<file path="src/rtl/amber128_slot_sequencer.sv">
// Slot sequencer: holds one fetched 128-bit bundle and walks the slot decoder through
// its ops (slot 0..4, two 12-bit halves where flagged), accepting the next bundle with no bubble.
package amber128_pkg;
  localparam int C_XLEN = 128;
  localparam int C_AW   = 32;

  typedef struct packed {
    logic              valid;
    logic [C_AW-1:0]   word_addr;
    logic [C_XLEN-1:0] bundle;
  } amber128_fetch_s;
endpackage

module amber128_slot_sequencer
  import amber128_pkg::*;
(
  input  logic            clk_i,
  input  logic            rst_ni,
  input  amber128_fetch_s fetch_i,
  output logic            fetch_ready_o,
  output amber128_fetch_s dec_fetch_o,
  output logic [2:0]      slot_idx_o,
  output logic            sub12_o,
  output logic            issue_valid_o,
  input  logic            issue_ready_i,
  input  logic            br_taken_i,
  input  logic            flush_i,
  output logic            bundle_done_o
);
  localparam int NUM_SLOTS = 5;

  // state | meaning
  // IDLE  | no bundle held, waiting for fetch
  // RUN   | bundle held, current op presented to issue
  typedef enum logic {IDLE, RUN} state_e;

  state_e            state_q, state_d;
  logic [C_AW-1:0]   addr_q, addr_d;
  logic [C_XLEN-1:0] bundle_q, bundle_d;
  logic [2:0]        slot_q, slot_d;
  logic              sub12_q, sub12_d;
  logic              done_q, done_d;
  logic              two12, last_op, fire, load;

  assign two12         = bundle_q[7'd127 - {4'd0, slot_q}];
  assign last_op       = (slot_q == 3'(NUM_SLOTS - 1)) & (~two12 | sub12_q);
  assign issue_valid_o = (state_q == RUN);
  assign fire          = issue_valid_o & issue_ready_i;
  // Next bundle may enter on the cycle the current one retires, giving zero bubble.
  assign fetch_ready_o = ~flush_i & ((state_q == IDLE) | (fire & (last_op | br_taken_i)));
  assign load          = fetch_i.valid & fetch_ready_o;

  always_comb begin
    dec_fetch_o           = '0;
    dec_fetch_o.valid     = (state_q == RUN);
    dec_fetch_o.word_addr = addr_q;
    dec_fetch_o.bundle    = bundle_q;
  end

  assign slot_idx_o    = slot_q;
  assign sub12_o       = sub12_q;
  assign bundle_done_o = done_q;

  always_comb begin
    state_d  = state_q;
    addr_d   = addr_q;
    bundle_d = bundle_q;
    slot_d   = slot_q;
    sub12_d  = sub12_q;
    done_d   = 1'b0;
    if (flush_i) begin
      state_d = IDLE;
      slot_d  = '0;
      sub12_d = 1'b0;
    end else begin
      if (fire) begin
        if (last_op | br_taken_i) begin
          state_d = IDLE;
          done_d  = 1'b1;
        end else if (two12 & ~sub12_q) begin
          sub12_d = 1'b1;
        end else begin
          sub12_d = 1'b0;
          slot_d  = slot_q + 3'd1;
        end
      end
      if (load) begin
        state_d  = RUN;
        addr_d   = fetch_i.word_addr;
        bundle_d = fetch_i.bundle;
        slot_d   = '0;
        sub12_d  = 1'b0;
      end
    end
  end

  always_ff @(posedge clk_i or negedge rst_ni) begin
    if (!rst_ni) begin
      state_q  <= IDLE;
      addr_q   <= '0;
      bundle_q <= '0;
      slot_q   <= '0;
      sub12_q  <= 1'b0;
      done_q   <= 1'b0;
    end else begin
      state_q  <= state_d;
      addr_q   <= addr_d;
      bundle_q <= bundle_d;
      slot_q   <= slot_d;
      sub12_q  <= sub12_d;
      done_q   <= done_d;
    end
  end
endmodule

</file>
<file path="config.mk">
export PLATFORM = sky130hd
export DESIGN_NAME = amber128_slot_sequencer
export DESIGN_NICKNAME = d
export VERILOG_FILES = /design/src/rtl/amber128_slot_sequencer.sv
export SDC_FILE = /design/constraint.sdc
export NUM_CORES = 1
export LEC_CHECK = 0
export BUFFER_PORTS_ARGS = -buffer_cell sky130_fd_sc_hd__buf_2
export CAP_MARGIN = 20
export CORE_AREA = 2 2 130 132
export CTS_CLUSTER_SIZE = 24
export DETAILED_ROUTE_END_ITERATION = 10
export DIE_AREA = 0 0 132 134
export PLACE_DENSITY = 0.77
export SYNTH_ARGS = -nofsm -noshare
export SYNTH_HDL_FRONTEND = slang
export SYNTH_SLANG_ARGS = --single-unit
</file>
<file path="constraint.sdc">
create_clock -name clk_i -period 2.4 [get_ports clk_i]
set_input_delay 0.48 -clock clk_i [delete_from_list [all_inputs] [get_ports clk_i]]
set_output_delay 0.48 -clock clk_i [all_outputs]
set_load 0.01 [all_outputs]
</file>
## Word-level counts from Yosys, hierarchy flattened

Cells that the tools add are included.

| operators by class | value |
|---|---|
| equal/unequal tests | 3 |
| reduce and logical (&&, ||, !) cells | 6 |
| bitwise operators | 13 |
| add/sub/neg operators | 2 |
| magnitude comparators | 1 |
| multiplexer cells | 19 |

Operators with widths:

| operator | number |
|---|---|
| 3-bit two-way mux | 5 |
| 1-bit two-way mux | 13 |
| 7-bit by 8-bit less-than comparator with 1-bit output (second input constant) | 1 |
| 1-bit binary-select mux with 7-bit select | 1 |
| 1-bit bitwise AND | 6 |
| 3-bit != test (second input constant) | 2 |
| 2-bit AND reduction | 3 |
| 3-bit nonzero test | 2 |
| 1-bit by 4-bit subtractor with 5-bit output (first input constant) | 1 |
| 1-bit NOT | 4 |
| 3-bit by 1-bit adder with 3-bit output (second input constant) | 1 |
| 3-bit equality test (second input constant) | 1 |
| 1-bit OR | 3 |
| 3-bit AND reduction | 1 |

| storage, ports and cells | value |
|---|---|
| logic and storage cells | 50 |
| output and inout bits | 168 |
| input bits | 166 |
| flip-flop bits (word level) | 166 |

## Logic depth before layout (Yosys ltp)

Gate-level depths: netlist of the first run.

| logic depth | value |
|---|---|
| depth in word-level cells | 13 |
| mapped depth | 9 |
| gate-level depth less buffers | 7 |

## Worst setup path before layout of the first run

OpenSTA, ideal clock, no wires.

| timing path | value |
|---|---|
| path type | register to register |
| from | register slot_q[0] (netlist: slot_idx_o[0]) |
| to | register bundle_q[100] |
| arrival time | 2.084 ns |
| required time | 2.273 ns |
| slack | 0.188 ns |
| cell stages (with the launch flop) | 10 |
| buffers on the path | 3 |
| library setup time | 0.127 ns |
| period minus slack after synthesis | 2.212 ns |
| cell sequence | dfrtp_1 > buf_6 > inv_1 > ha_1 > a21oi_1 > a31oi_4 > a32oi_2 > buf_4 > buf_6 > mux2_1 |

| on the way | value |
|---|---|
| cells in the longest elaborated chain, start to end | 12 |
| elaborated cells between the ends (all ways) | 13 |
| classes of those cells | 1 x add/sub; 1 x eq/ne; 2 x mux; 8 x bitwise; 1 x reduce/logical |

Ends and longest elaborated chain:

| what | line | RTL |
|---|---|---|
| from (decl) | 40 | `logic [2:0] slot_q, slot_d;` |
| from (signal assigned) | 109 | `slot_q <= slot_d;` |
| 1-bit by 4-bit subtractor with 5-bit output | 45 | `assign two12 = bundle_q[7'd127 - {4'd0, slot_q}];` |
| 1-bit binary-select mux with 7-bit select | 45 |  |
| 1-bit two-way mux (implied by the code) | 45 |  |
| 1-bit NOT | 46 | `assign last_op = (slot_q == 3'(NUM_SLOTS - 1)) & (~two12 \| sub12_q);` |
| 1-bit OR | 46 |  |
| 1-bit bitwise AND * | 46 |  |
| 1-bit OR * | 50 | `assign fetch_ready_o = ~flush_i & ((state_q == IDLE) \| (fire & (last_op \| br_taken_i)));` |
| 1-bit bitwise AND * | 50 |  |
| 1-bit OR * | 50 |  |
| 1-bit bitwise AND * | 50 |  |
| 1-bit bitwise AND * | 51 | `assign load = fetch_i.valid & fetch_ready_o;` |
| 2-bit AND reduction (no line) * | -- |  |
| to (signal assigned) | 108 | `bundle_q <= bundle_d;` |
| to (decl) | 39 | `logic [C_XLEN-1:0] bundle_q, bundle_d;` |

Every way passes the cells marked *; elsewhere a longest branch is shown, timed or not. The select of a mux whose other input is x is not followed.
A chain may end at the register's enable or synchronous reset.

## Worst setup path in the final report of the first run

| timing path | value |
|---|---|
| from | register slot_q[0] (netlist: slot_idx_o[0]) |
| to | output fetch_ready_o |

| on the way | value |
|---|---|
| cells in the longest elaborated chain, start to end | 10 |
| elaborated cells between the ends (all ways) | 11 |
| classes of those cells | 1 x add/sub; 1 x eq/ne; 2 x mux; 7 x bitwise |

Ends and longest elaborated chain:

| what | line | RTL |
|---|---|---|
| 1-bit by 4-bit subtractor with 5-bit output | 45 |  |
| 1-bit binary-select mux with 7-bit select | 45 |  |
| 1-bit two-way mux (implied by the code) | 45 |  |
| 1-bit NOT | 46 |  |
| 1-bit OR | 46 |  |
| 1-bit bitwise AND * | 46 |  |
| 1-bit OR * | 50 |  |
| 1-bit bitwise AND * | 50 |  |
| 1-bit OR * | 50 |  |
| 1-bit bitwise AND * | 50 |  |
| to (decl) | 20 | `output logic fetch_ready_o,` |

Marks and branches as above.

==> impl_results.md, run 1 <==
* R2r worst-path depth at 9
* Hold buffers post-CTS at 0
* Max-slew headroom at 65.0%
* Sum Neg Setup Slack at 0 ps
* Reg2reg end: addr_q[30]
* Ys Warns at 0
* Final period util at 96.7%
* Fin nets at 906
* Initial antenna violation count at 0
* Unique masters post-synth at 28
* Peak supply drop at 0.000592 V
* CTS Buf Count at 17
* Combinational share of power at 21.7%
* TritonCTS clock tree: yes
* Total Routing Usage GR at 17.2%
* Antenna Violating Nets Remaining at 0
* Wire length per cell at 15.3 µm
* Clock H-tree levels at 4
* RD Place Congestion at 0.786
* Max-slew violations at 0
* Sequential cell area fraction in the yosys report at 64.6%
* Max Clock Freq at 431 MHz
* DRT Wirelength at 14,800 µm
* Vias at 4,472
* P per Cell Area at 911 mW/mm²
* Synth top area cells: dfrtp_1 65%, mux2_1 16%, mux2_2 12%
* CP Max Fanout at 7
* Yosys top cell area share at 64.6%
* Syn Std Cell Area at 0.00643 mm²
* Layout cells sized above 1 at 61.3%
* Clock Skew at 12.6 ps
* Max-cap violation count at 0
* Max incr delay on CP at 370 ps
* Iter 0 DRT Violations at 102
* CP delay by family, top: buffers and inverters
* Crit end category: output pin
* Largest net degree at the start of global routing at 54
* P&R area growth vs syn at 42.4%
* Clk Latency, worst-skew pair at 420 ps
* Critical Path Start: slot_idx_o[0]
* Total gr overflow at 0
* Startpoint Class: flop
* Cell at the slowest stage of the critical path: dfrtp_1
* Crit Reg-Reg Startpoint: slot_idx_o[0]
* Clock power frac at 34.9%
* Pre-Repair DR Iteration Count at 4
* Mapped Nets at 553
* Min Hold Slack at 14.5 ps
* Switch Pwr at 0.00226 W
* Die ar. at 0.0177 mm²
* Internal power at 0.00609 W
* Bufs and invs on worst path at 3
* Vias/cell at 4.61
* Hpwl dp at 11,300 µm
* R2r setup slk at 110 ps
* CP Data Arrival Time at 1840 ps
* Worst setup path class: reg -> out
* Chip Height at 134 µm
* Initial Utilization at 39.5%
* Die Width at 132 µm
* Worst EP required at 1920 ps
* Crit-path most repeated cell: buf_6
* Clock slew at reported path FFs at 70 ps
* # DRC at 0
* # IOs at 334
* PortBufs at 333
* Crit-path cells: buf_6, mux2_2, nand3_2, buf_6, a31oi_2, nor2_1, buf_2
* Synth Register Bits at 166
* Vias in the first global route at 4,766
* Least-Margin Pin Slew at 525 ps
* CTS Sinks at 166
* Syn_area_per_cell at 16.7 µm²
* Switching Share at 27.1%
* Final Hold Vio Count at 0
* Sequential share of power at 43.4%
* RSZ-0062 raised after global routing: yes
* # rows at 47
* Status: complete, no violations
* Final Setup Violations at 0
* ANT cells at 0
* Leading area contributor after synthesis: dfrtp_1
* Root buf cell: clkbuf_16
* Cells after Synth at 385
* Tmin final at 2320 ps
* Core Region at 0.0163 mm²
* Hold/Removal Path Class: in -> async
* Pleak at 4.54 nW
* Longest Clk Path Bufs at 2
* First-pass GRT wire length at 23,900 µm
==> cells by family (layout without fill, tap and decap cells) <==
kind of cell / Yosys count / in the layout / synth area share, %
simple gates: 17 / 17 / 1.24
flops: 166 / 166 / 64.6
xor+xnor: 1 / 1 / 0.136
fa+ha+maj: 2 / 2 / 0.389
compound gates: 10 / 10 / 1.38
mux: 166 / 166 / 29.5
buf+inv: 23 / 388 / 2.76
==> sequential cells by signal (all words and copies together) (netlist names) <==
register and count:
addr_q 32, bundle_done_o 1, bundle_q 128, issue_valid_o 1, slot_idx_o 3, sub12_o 1
==> synthesized netlist by cell type, drive strengths merged <==
| cell type | n |
|---|---|
| dfrtp | 166 |
| a211oi | 1 |
| ha | 2 |
| a32oi | 1 |
| and3b | 1 |
| a22o | 1 |
| a211o | 1 |
| o21ai | 1 |
| a31oi | 2 |
| or3 | 1 |
| nand2b | 1 |
| mux4 | 2 |
| buf | 19 |
| a21oi | 3 |
| nand2 | 2 |
| nor2 | 9 |
| and2b | 1 |
| mux2i | 2 |
| inv | 4 |
| nand3 | 1 |
| mux2 | 162 |
| xnor2 | 1 |
| nor3 | 1 |
==> final cells by class <==
type | instances | area [µm²]
Multi-Input combinational cell | 196 | 2130
Timing Repair Buffer | 353 | 1960
Inverter | 4 | 15.0
Clock inverter | 12 | 191
Clock buffer | 19 | 443
Tap cell | 220 | 275
Sequential cell | 166 | 4150
Fill cell | 1356 | 7130
==> how the worst max path moves through the flow <==
| stage | to | slack [ps] | depth (start not counted) |
|---|---|---|---|
| 2_1_floorplan | bundle_q[100] | 190 | 9 |
| 3_3_place_gp | bundle_q[7] | 230 | 7 |
| 3_5_place_dp | bundle_q[37] | 160 | 7 |
| 4_1_cts | fetch_ready_o | 20 | 7 |
| 5_1_grt | fetch_ready_o | -50 | 7 |
| 6_report | fetch_ready_o | 80 | 7 |
==> through the flow <==
stage | std cells | util [%] | instance area [µm²] | power [W] | setup slack, ps
2_1_floorplan | 385 | - | 6430 | 0.00456 | 188
6_report | 970 | 56.3 | 9160 | 0.00835 | 79.9
3_5_place_dp | 935 | 52.0 | 8480 | 0.00551 | 159
5_1_grt | 970 | 56.3 | 9160 | 0.00880 | -48.4
4_1_cts | 967 | 56.0 | 9130 | 0.00847 | 19.7
3_3_place_gp | 935 | 52.0 | 8480 | 0.00545 | 229
==> routing by layer <==
layer	vias to the layer above	share of wire [%]	track usage [%]
li1	2065	-	-
met2	214	52	30.0
met3	25	8.1	6.01
met4	0	2.1	7.31
met1	2168	38	19.2
met5	-	0	0
==> power groups by stage <==
stage	clock network, W	logic, W	registers [W]
3_5_place_dp	0	0.00184	0.00368
6_report	0.00291	0.00181	0.00363
3_3_place_gp	0	0.00180	0.00366
2_1_floorplan	0	0.000607	0.00395
4_1_cts	0.00299	0.00185	0.00363
5_1_grt	0.00313	0.00196	0.00370
==> worst register-to-register path: cells and delay by family (launching register included) <==
kind                       cells  cell delay, ps
AOI/OAI and AO/OA              3             550
DFF                            1             370
adders and majority gates      1             210
buffers and inverters          4             690
muxes                          1             360
==> cell usage in the layout, fill, tap and decap left out, types with 2 or more instances in the layout <==
cell type	n
dfrtp_1	166
a21oi_1	2
buf_6	3
ha_1	2
mux2_2	71
mux2i_1	2
bufinv_16	4
nand2_1	2
nor2_1	9
mux4_1	2
mux2_1	90
clkinv_4	3
buf_12	10
inv_1	4
buf_2	332
clkbuf_16	17
inv_6	3
buf_4	8
==> timing repair <==
action	CTS	global route
resized for setup	2	3
pin swaps	1	0
setup buffers	1	3
endpoints found under the hold margin	0	0
endpoints found under the setup margin	1	38
(Power assumes the default switching activity.)
==> inputs of run 2 (changes only) <==
Settings changed: PLACE_DENSITY 0.77 to 0.81.
==> run 2 against run 1 <==
Final cell count down 0.10%. Fmax down 0.41%. Critical endpoint unchanged. First-iteration DRC count up 2.9%. Sequential share of layout area up 0.14 points. Clock power about the same. Worst setup slack worse by 9.6 ps.
==> impl_results.md, run 2 (synthesis gave the netlist of run 1 again) <==
* Multi-input logic area at 0.00213 mm²
* Global Route met3 Usage at 6.08%
* Commonest non-fill, non-tap cell in the layout: buf_2
* Sequential standard cell area at 0.00415 mm²
* CTS Sinks at 166
* Cell at the slowest stage of the critical path: dfrtp_1
* Most frequent cells in the layout: 332 x buf_2, 166 x dfrtp_1, 90 x mux2_1
* Fin nets at 905
* Tmin final at 2330 ps
* Most Crowded Layer GR: met2
* Top reg by flops: bundle_q
* # DRC at 0
* TritonCTS clock tree: yes
* Hold/Removal Path Class: in -> reg
* Iter 0 DRT Violations at 105
* Vias/cell at 4.67
* Crit-path cells: buf_6, mux2_2, nand3_2, buf_6, a31oi_2, nor2_1, buf_2
* Max-slew headroom at 70.5%
* Max-cap violation count at 0
* Pre-Repair DR Iteration Count at 4
* PortBufs at 333
* CP Data Arrival Time at 1850 ps
* Clock slew at reported path FFs at 70 ps
* RD Place Congestion at 0.776
* Clk Latency, worst-skew pair at 420 ps
* Least-Margin Pin Slew at 440 ps
* # rows at 47
* GRT met2 Usage at 30.5%
* CP Max Fanout at 7
* Core Region at 0.0163 mm²
* Largest net degree at the start of global routing at 71
* Crit end category: output pin
* R2r setup slk at 100 ps
* Hpwl dp at 11,700 µm
* Die ar. at 0.0177 mm²
* Initial antenna violation count at 0
* Status: complete, no violations
* P per Cell Area at 921 mW/mm²
* Initial Utilization at 39.5%
* Final Hold Vio Count at 0
* Cell Count Post-Placement at 934
* ANT cells at 0
* Max-slew violations at 0
* Chip Height at 134 µm
* DRT Wirelength at 15,500 µm
* Vias at 4,529
* Pleak at 4.53 nW
* Worst EP required at 1920 ps
* Crit-path most repeated cell: buf_6
* Max Clock Freq at 429 MHz
* Antenna Violating Nets Remaining at 0
* Final period util at 97.1%
* Max FFs per register at 128
* First-pass GRT wire length at 24,300 µm
* FILL cells at 1,358
* Total gr overflow at 0
* Wire length per cell at 16.0 µm
* Met1 Use GR at 19.7%
* Total Routing Usage GR at 17.6%
* Post-Layout Cell Count at 969
* # IOs at 334
* Worst setup path class: reg -> out
* Root buf cell: clkbuf_16
* Startpoint Class: flop
* Longest Clk Path Bufs at 2
* Max incr delay on CP at 370 ps
* Clock Skew at 11.6 ps
* Vias in the first global route at 4,937
* Die Width at 132 µm
* Peak supply drop at 0.000579 V
* Design Power at 0.00841 W
* CTS Buf Count at 17
* Clock H-tree levels at 4
* P&R area growth vs syn at 42.0%
* Final Setup Violations at 0
* Layout cells sized above 1 at 61.0%
run 2: cell types whose count changed in the layout (fill, tap and decap cells not counted):
cell	change
inv_6	-3
buf_12	-2
clkbuf_8	+2
a21oi_1	+1
a21oi_2	-1
clkinv_2	+1
dlygate4sd3_1	+1
run 2: worst paths after layout:
check | from | endpoint | cells after the start
worst max-delay path | slot_idx_o[0] | fetch_ready_o | 7
min in group asynchronous | rst_ni | bundle_q[10] | 2
worst min register to register | bundle_q[43] | bundle_q[43] | 1
max in group asynchronous | rst_ni | bundle_q[16] | 3
worst min-delay path | fetch_i[75] | bundle_q[75] | 2
worst max register to register | slot_idx_o[0] | bundle_q[91] | 9
run 2: what timing repair did:
action | 4_1_cts | 5_1_grt
setup endpoints to repair | 1 | 1
gates resized for setup | 2 | 2
hold buffers | 1 | 0
setup buffers | 0 | 3
endpoints found under the hold margin | 39 | 0
pin swaps | 1 | 1
run 2: area by class of cell:
type / instances / share of cell area [%]
repair buffers: 352 / 21.1
clock inverters: 10 / 1.86
flip-flops and latches: 166 / 45.5
well taps: 220 / 3.01
clock buffers: 21 / 5.15
multi-input cells: 196 / 23.3
inverters: 4 / 0.164
run 2: critical path: cells and delay by family, from the launching register on:
kind | cells | cell delay (ps)
compound gates | 1 | 90
buf+inv | 3 | 410
flops | 1 | 370
mux | 1 | 350
simple gates | 2 | 210
run 2: layer usage:
layer	vias up	routed length, µm
met3	29	1240
met1	2199	6130
met5	-	0
met2	228	7770
li1	2073	-
met4	0	379
run 2: metrics by stage:
| stage | TNS [ps] | hold slack (ps) | cell area, µm² | setup slack [ps] | util (%) |
|---|---|---|---|---|---|
| 2_1_floorplan | 0 | 184 | 6430 | 188 | - |
| 6_report | 0 | 262 | 9140 | 70.4 | 56.1 |
| 3_5_place_dp | 0 | 439 | 8440 | 171 | 51.8 |
| 3_3_place_gp | 0 | 437 | 8440 | 219 | 51.8 |
| 5_1_grt | -103 | 246 | 9140 | -16.8 | 56.1 |
| 4_1_cts | 0 | 244 | 9100 | 35.6 | 55.9 |
run 2: power breakdown:
group / internal, W / switching [W]
Sequential: 0.00336 / 0.000290
Combinational: 0.000934 / 0.000881
Clock: 0.00183 / 0.00111
==> inputs of run 3 (changes only) <==
Settings changed: PLACE_DENSITY 0.81 to 0.71.
==> run 3 against run 2 <==
Sequential share of layout area is essentially flat. Via count grew 1.3%. Power shrank 3.3%. Largest cell class unchanged. Highest routed layer is now met5.
==> impl_results.md, run 3 (synthesis gave the netlist of run 1 again) <==
* Status: complete, no violations
* Largest net degree at the start of global routing at 50
* PortBufs at 333
* Worst setup path class: reg -> out
* Final period util at 97.5%
* Wire length per cell at 16.8 µm
* Clock H-tree levels at 4
* Vias at 4,586
* Initial Utilization at 39.5%
* Die ar. at 0.0177 mm²
* Max Clock Freq at 427 MHz
* HP Start: fetch_i[58]
* DRT Wirelength at 16,500 µm
* Worst EP required at 1920 ps
* Peak supply drop at 0.000458 V
* Core Region at 0.0163 mm²
* Multi-input logic area at 0.00213 mm²
* First-pass GRT wire length at 25,900 µm
* Vias/cell at 4.68
* Sequential standard cell area at 0.00415 mm²
* P&R area growth vs syn at 42.0%
* Pleak at 4.53 nW
* Most frequent cells in the layout: 332 x buf_2, 166 x dfrtp_1, 90 x mux2_1
* Final Setup Violations at 0
* CTS Buf Count at 17
* Startpoint Class: flop
* Sequential share of power at 44.9%
* Fin nets at 913
* Switch Pwr at 0.00233 W
* Max-slew headroom at 67.4%
* Chip Height at 134 µm
* Post-Layout Cell Count at 980
* CP Data Arrival Time at 1860 ps
* Least-Margin Pin Slew at 486 ps
* # DRC at 0
* Top reg by flops: bundle_q
* CP Max Fanout at 7
* Vias in the first global route at 4,969
* Initial antenna violation count at 3
* Clock power frac at 32.3%
* Longest Clk Path Bufs at 2
* Max-cap violation count at 0
* # rows at 47
* Cell Count Post-Placement at 936
* Combinational share of power at 22.7%
* Hpwl dp at 12,400 µm
* CTS Sinks at 166
* RSZ-0062 raised after global routing: yes
* Layout cells sized above 1 at 61.6%
* FILL cells at 1,353
* TritonCTS clock tree: yes
* Total Routing Usage GR at 18.8%
* Critical Path Start: slot_idx_o[0]
* Switching Share at 28.6%
* Total gr overflow at 0
* Commonest non-fill, non-tap cell in the layout: buf_2
* Crit Reg-Reg Startpoint: slot_idx_o[0]
* Iter 0 DRT Violations at 147
* Hold/Removal Path Class: in -> reg
* Design Power at 0.00813 W
* Clock slew at reported path FFs at 70 ps
* Max FFs per register at 128
* Antenna Violating Nets Remaining at 0
* Tmin final at 2340 ps
* P per Cell Area at 890 mW/mm²
* Die Width at 132 µm
* # IOs at 334
* Root buf cell: clkbuf_16
* Finished Core Util at 56.1%
* Final Hold Vio Count at 0
* Clock Skew at 8.43 ps
* Pre-Repair DR Iteration Count at 4
* Crit end category: output pin
* Internal power at 0.00581 W
* Max-slew violations at 0
* RD Place Congestion at 0.846
* Clk Latency, worst-skew pair at 420 ps
run 3: cell types whose count changed in the layout (fill, tap and decap cells not counted), moves of 2 or more:
cell        change
buf_12          -3
buf_4           +9
bufinv_16       -3
clkinvlp_4      +2
diode_2         +2
inv_6           +3
run 3: power groups by stage:
stage | Clock, W | Combinational, W | Sequential [W]
detailed placement | 0 | 0.00185 | 0.00370
global placement | 0 | 0.00179 | 0.00367
global route | 0.00283 | 0.00200 | 0.00372
finish | 0.00263 | 0.00185 | 0.00365
floorplan | 0 | 0.000607 | 0.00395
CTS | 0.00270 | 0.00186 | 0.00365
run 3: cell type report:
class	instances	share of cell area (%)
clock inverters	12	1.29
inverters	4	0.164
multi-input cells	196	23.3
flip-flops and latches	166	45.5
repair buffers	360	21.7
well taps	220	3.01
diodes	2	0.0548
clock buffers	20	5.00
run 3: worst max-delay path, cell delays in order (launching register included):
cell,delay [ps]
dfrtp_1,390
buf_6,140
mux2_4,310
a31oi_4,230
a31oi_2,130
nor2_1,110
buf_2,150
run 3: stage by stage:
stage | area, µm² | TNS [ps] | setup slack (ps) | hold WS, ps
finish | 9140 | 0 | 59.7 | 269
detailed placement | 8430 | 0 | 129 | 455
global route | 9140 | -48.7 | -47.7 | 254
CTS | 9030 | 0 | 1.46 | 244
floorplan | 6430 | 0 | 188 | 184
global placement | 8430 | 0 | 190 | 447
run 3: worst paths after layout:
check | to | slack [ps] | cells past startpoint
max reg2reg | addr_q[19] | 100 | 9
min reg2reg | bundle_q[25] | 490 | 1
max | fetch_ready_o | 60 | 6
max in group asynchronous | bundle_q[60] | 1160 | 3
min in group asynchronous | bundle_q[118] | 560 | 2
min | bundle_q[58] | 270 | 2
run 3: routing by layer:
metal	vias to the layer above	GRT usage [%]	routed length [µm]
li1	2083	-	-
met1	2243	21.0	6510
met2	224	32.7	8200
met3	34	5.97	1270
met4	2	8.64	461
met5	-	0	13
run 3: what timing repair did:
action                                 in CTS  in global routing
hold buffers                                1                  0
setup buffers                               0                  8
pin swaps                                   1                  2
setup endpoints to repair                   1                  1
endpoints found under the hold margin      29                  0
cloned                                      0                  1
resized for setup                           2                  4
